`src/rtl/fpu_issue_ctrl.sv`:
```
// fpu_issue_ctrl: launches one RV32F op into the multi-cycle FPU, stalls the pipe until it finishes, and registers the writeback
module fpu_issue_ctrl #(
  parameter int TIMEOUT_CYCLES = 64,
  parameter int CNT_W = 7
) (
  input  logic        clk_i,
  input  logic        reset_i,
  input  logic        fpValid_i,
  input  logic [29:0] instr_i,
  input  logic [31:0] rs1_i,
  input  logic [31:0] rs2_i,
  input  logic [31:0] rs3_i,
  input  logic [4:0]  rd_i,
  input  logic        flush_i,
  output logic        stall_o,
  output logic        fpuEnable_o,
  output logic [29:0] fpuInstr_o,
  output logic [31:0] fpuRs1_o,
  output logic [31:0] fpuRs2_o,
  output logic [31:0] fpuRs3_o,
  input  logic        fpuBusy_i,
  input  logic [31:0] fpuOut_i,
  output logic        wbValid_o,
  output logic [4:0]  wbRd_o,
  output logic [31:0] wbData_o,
  output logic        wbToInt_o,
  output logic        timeout_o
);
  typedef enum logic [1:0] {IDLE, LAUNCH, WAIT, DONE} state_e;
  state_e state_q;
  logic kill_q, en_q, to_q, to_int_q, wb_to_int_q;
  logic [CNT_W-1:0] cnt_q;
  logic [29:0] instr_q;
  logic [31:0] rs1_q, rs2_q, rs3_q, wb_data_q;
  logic [4:0] rd_q, wb_rd_q;
  logic accept, to_int_d, result_ready, kill_d;
  always_comb begin
    accept = state_q == IDLE && fpValid_i && !flush_i;
    to_int_d = instr_i[4:2] == 3'b101 &&
               (instr_i[29:25] == 5'b10100 || instr_i[29:25] == 5'b11000 || instr_i[29:25] == 5'b11100);
    result_ready = state_q == WAIT && cnt_q != '0 && !fpuBusy_i;
    kill_d = kill_q || flush_i;
  end
  assign stall_o = accept || ((state_q == LAUNCH || state_q == WAIT) && !kill_q);
  assign wbValid_o = state_q == DONE && !flush_i;
  assign fpuEnable_o = en_q;
  assign fpuInstr_o = instr_q;
  assign fpuRs1_o = rs1_q;
  assign fpuRs2_o = rs2_q;
  assign fpuRs3_o = rs3_q;
  assign wbRd_o = wb_rd_q;
  assign wbData_o = wb_data_q;
  assign wbToInt_o = wb_to_int_q;
  assign timeout_o = to_q;
  always_ff @(posedge clk_i) begin
    if (reset_i) begin
      state_q <= IDLE;
      kill_q <= 1'b0;
      en_q <= 1'b0;
      to_q <= 1'b0;
      cnt_q <= '0;
      instr_q <= '0;
      rs1_q <= '0;
      rs2_q <= '0;
      rs3_q <= '0;
      rd_q <= '0;
      to_int_q <= 1'b0;
      wb_rd_q <= '0;
      wb_data_q <= '0;
      wb_to_int_q <= 1'b0;
    end else begin
      en_q <= 1'b0;
      to_q <= 1'b0;
      case (state_q)
        IDLE: begin
          kill_q <= 1'b0;
          if (accept) begin
            instr_q <= instr_i;
            rs1_q <= rs1_i;
            rs2_q <= rs2_i;
            rs3_q <= rs3_i;
            rd_q <= rd_i;
            to_int_q <= to_int_d;
            en_q <= 1'b1;
            state_q <= LAUNCH;
          end
        end
        LAUNCH: begin
          cnt_q <= '0;
          kill_q <= kill_d;
          state_q <= WAIT;
        end
        WAIT: begin
          cnt_q <= cnt_q + CNT_W'(1);
          kill_q <= kill_d;
          if (result_ready) begin
            state_q <= kill_d ? IDLE : DONE;
            if (!kill_d) begin
              wb_data_q <= fpuOut_i;
              wb_rd_q <= rd_q;
              wb_to_int_q <= to_int_q;
            end
          end else if (cnt_q == CNT_W'(TIMEOUT_CYCLES - 1)) begin
            to_q <= 1'b1;
            state_q <= IDLE;
          end
        end
        DONE: state_q <= IDLE;
        default: state_q <= IDLE;
      endcase
    end
  end
endmodule
```
`config.mk`:
```
export PLATFORM = sky130hd
export DESIGN_NAME = fpu_issue_ctrl
export DESIGN_NICKNAME = d
export VERILOG_FILES = /design/src/rtl/fpu_issue_ctrl.sv
export SDC_FILE = /design/constraint.sdc
export NUM_CORES = 1
export LEC_CHECK = 0
export BUFFER_PORTS_ARGS = -buffer_cell sky130_fd_sc_hd__clkbuf_2
export CAP_MARGIN = 20
export CORE_AREA = 2 2 129 131
export DETAILED_ROUTE_END_ITERATION = 10
export DIE_AREA = 0 0 131 133
export GPL_TIMING_DRIVEN = 0
export PLACE_DENSITY = 0.81
export SYNTH_ARGS = -nofsm -noshare
export SYNTH_HDL_FRONTEND = slang
export SYNTH_SLANG_ARGS = --single-unit
```
`constraint.sdc`:
```
create_clock -name clk_i -period 1.7 [get_ports clk_i]
set_clock_uncertainty 0.15 [all_clocks]
set_input_delay 0.17 -clock clk_i [delete_from_list [all_inputs] [get_ports clk_i]]
set_output_delay 0.17 -clock clk_i [all_outputs]
set_load 0.005 [all_outputs]
```
==> results.yml <==
status:
  status: "finished with violations"
  violations: "setup timing"
sta:
  timing.fmax_mhz: 524
  final_hold_viol_count: 0
  min_period_ns: 1.91
  slew_headroom_pct: 41.6
  setup-violations-final: 70
  post-route-period-util_pct: 112
  maxSlewViolCount: 0
  tightest_slew_ns: 0.876
  rsz0062_at_grt: "yes"
  layout_setup_ws_ns: -0.210
clock_network:
  clk_latency_ns: 0.43
  cts_buffers: 17
  root_buffer: "clkbuf_16"
  cts_sinks: 182
  htreeDepth: 4
  clk_path_buf_depth: 2
  cts_tree: "yes"
  clk_pin_slew_ns: 0.06
synth:
  synth.area.top_cells: "dfxtp_1, nand2_1, a21oi_1"
  avgSynthCellArea_um2: 7.98
  yosysTopAreaCell: "dfxtp_1"
  ys_types: 35
  synth_ff_type: "dfxtp_1"
  synthTopCellsByCount: "nand2_1, dfxtp_1, a21oi_1"
  synthArstFlopShare_pct: 0
  seq_area_frac_synth_pct: 56.2
  syn-num-nets: 987
  netlist_instances: 813
  yosysWarnings: 0
  synth.most_common_cell: "nand2_1"
  synth_top_area_share_pct: 56.2
  syn_area_mm2: 0.00649
  ys_seq_elements: 182
  synth-edff-count: 0
finish:
  syn_to_final_growth_pct: 91.7
  fin_cells: 1599
  drive_gt1_share_pct: 47.7
  num-nets-final: 1537
  post-route-util_pct: 76.9
die:
  die_area_mm2: 0.0174
  start_util_pct: 40.1
  ioPinCount: 336
  fp-row-count: 47
  die_y_um: 133
  die_w_um: 131
  core_area_mm2: 0.0162
detailed_routing:
  ant_nets: 0
  dr.pass1.iters: 5
  wire_per_inst_um: 19.5
  viasPerCell: 5.37
  route.detailed.drc: 0
  vias: 8582
  drtIter0Drc: 592
  drt_wl_total_um: 31200
critical_path:
  crit_buf_inv: 5
  critPathKind: "reg2out"
  required_ns: 1.38
  cp-end-kind: "output port"
  cp_max_fo: 3
  critPathMaxStageDelay_ns: 0.36
  critPathLaunchType: "flip-flop"
  critical-path-top-delay-family: "buffers and inverters"
  cp_slowest_cell: "dfxtp_4"
  ff2ff_setup_slack_ns: -0.20
  worstPathArrival_ns: 1.59
  crit_chain: "inv_4 > ha_4 > nand3b_1 > buf_6 > buf_8 > buf_6 > o21ai_2 > buf_2"
  crit_top_cell: "buf_6"
placement:
  place_congestion: 0.830
  port_buffers: 334
  dp_cells: 1367
  place_hpwl_um: 14900
power:
  powerDensity_mw_per_mm2: 983
  p_total_mw: 12.2
  leakagePower_nw: 5.64
  ir_worst_vdd_mv: 0.753
flow_run:
  maxCapViolations: 0
worst_hold_path:
  hp-class: "in2reg"
global_route:
  antenna_found_initial: 4
  grt_max_degree: 17
  grt_pass1_vias: 8263
  grt_pass1_wl_um: 40100
  grt-ovfl-total: 0
  grt.total_usage_pct: 29.4
## repair_timing
item / in CTS / in global routing
endpoints found under the setup margin: 177 / 153
setup buffers: 16 / 3
pin swaps: 41 / 85
resized for setup: 116 / 267
gates cloned: 5 / 10
hold buffers: 163 / 1
endpoints found under the hold margin: 165 / 1
## power breakdown
| part | switching (mW) | total, mW | internal [mW] |
|---|---|---|---|
| clock network | 1.76 | 3.95 | 2.18 |
| logic | 1.79 | 3.45 | 1.66 |
| registers | 0.226 | 4.83 | 4.60 |
| total | 3.78 | 12.2 | 8.45 |
## registers in the layout, summed over array words and instances (netlist names)
register / cells
fpuRs1_o: 32
fpuRs2_o: 32
fpuRs3_o: 32
wbData_o: 32
fpuInstr_o: 30
cnt_q: 7
rd_q: 5
wbRd_o: 5
state_q: 2
fpuEnable_o: 1
kill_q: 1
timeout_o: 1
to_int_q: 1
wbToInt_o: 1
## path summary, 6_finish.rpt
| check | end | start | cells after the start |
|---|---|---|---|
| max reg2reg | state_q[1] | cnt_q[0] | 7 |
| min reg2reg | wbToInt_o | to_int_q | 2 |
| max | stall_o | state_q[1] | 8 |
| min | timeout_o | fpuBusy_i | 3 |
## through the flow
stage,area [um^2],setup TNS [ns],hold slack [ns],setup slack (ns)
2_1_floorplan,6530,0,0.156,0.000848
3_3_place_gp,8480,-48.39,0.242,-0.488
3_5_place_dp,8480,-52.31,0.248,-0.493
4_1_cts,11200,-3.24,-0.0170,-0.217
5_1_grt,12400,-11.81,0.0913,-0.263
6_report,12400,-5.95,0.0901,-0.210
## worst reg2reg max path, delay by kind of cell, from the launching register on
family                     cells  cell delay [ns]
AOI/OAI and AO/OA              3             0.62
buffers and inverters          2             0.25
and+or+nand+nor                1             0.27
adders and majority gates      1             0.15
DFF                            1             0.34
## layout make-up
cell class,instances,area (um^2)
fill,904,3730
tap,220,275
inverter,8,35.0
clock inverter,10,92.6
multi-input combinational,565,3540
timing repair buffer,532,3860
antenna,3,7.51
sequential,182,3650
buffer,57,499
clock buffer,22,484
## per-layer routing
layer | share of wire (%) | vias up | track usage, % | wire length, um
li1 | - | 3737 | - | -
met1 | 34 | 3980 | 31.4 | 10800
met2 | 50 | 629 | 50.8 | 15500
met3 | 8.0 | 234 | 7.60 | 2500
met4 | 7.9 | 2 | 18.6 | 2450
met5 | 0.042 | - | 0 | 13
## cells by family after synthesis
kind of cell | count (synthesis) | share of synthesized area (%)
buf+inv | 66 | 4.61
xor+xnor | 4 | 0.540
flops | 182 | 56.2
mux | 1 | 0.154
simple gates | 368 | 22.5
compound gates | 186 | 14.8
fa+ha+maj | 6 | 1.16
## layout by cell type, fill, tap and decap left out, types with 5 or more instances in the layout
cell type      instances
a21oi_1               90
a21oi_2               84
buf_12                 6
buf_2                  5
buf_4                  9
buf_6                 19
buf_8                 12
clkbuf_1              21
clkbuf_16             27
clkbuf_2             335
clkbuf_4               7
dfxtp_1              180
dlygate4sd3_1        164
inv_1                  5
nand2_1              226
nand2_2               56
nand2_4               62
nor2_1                 5
Power figures use the tool's default switching activity.
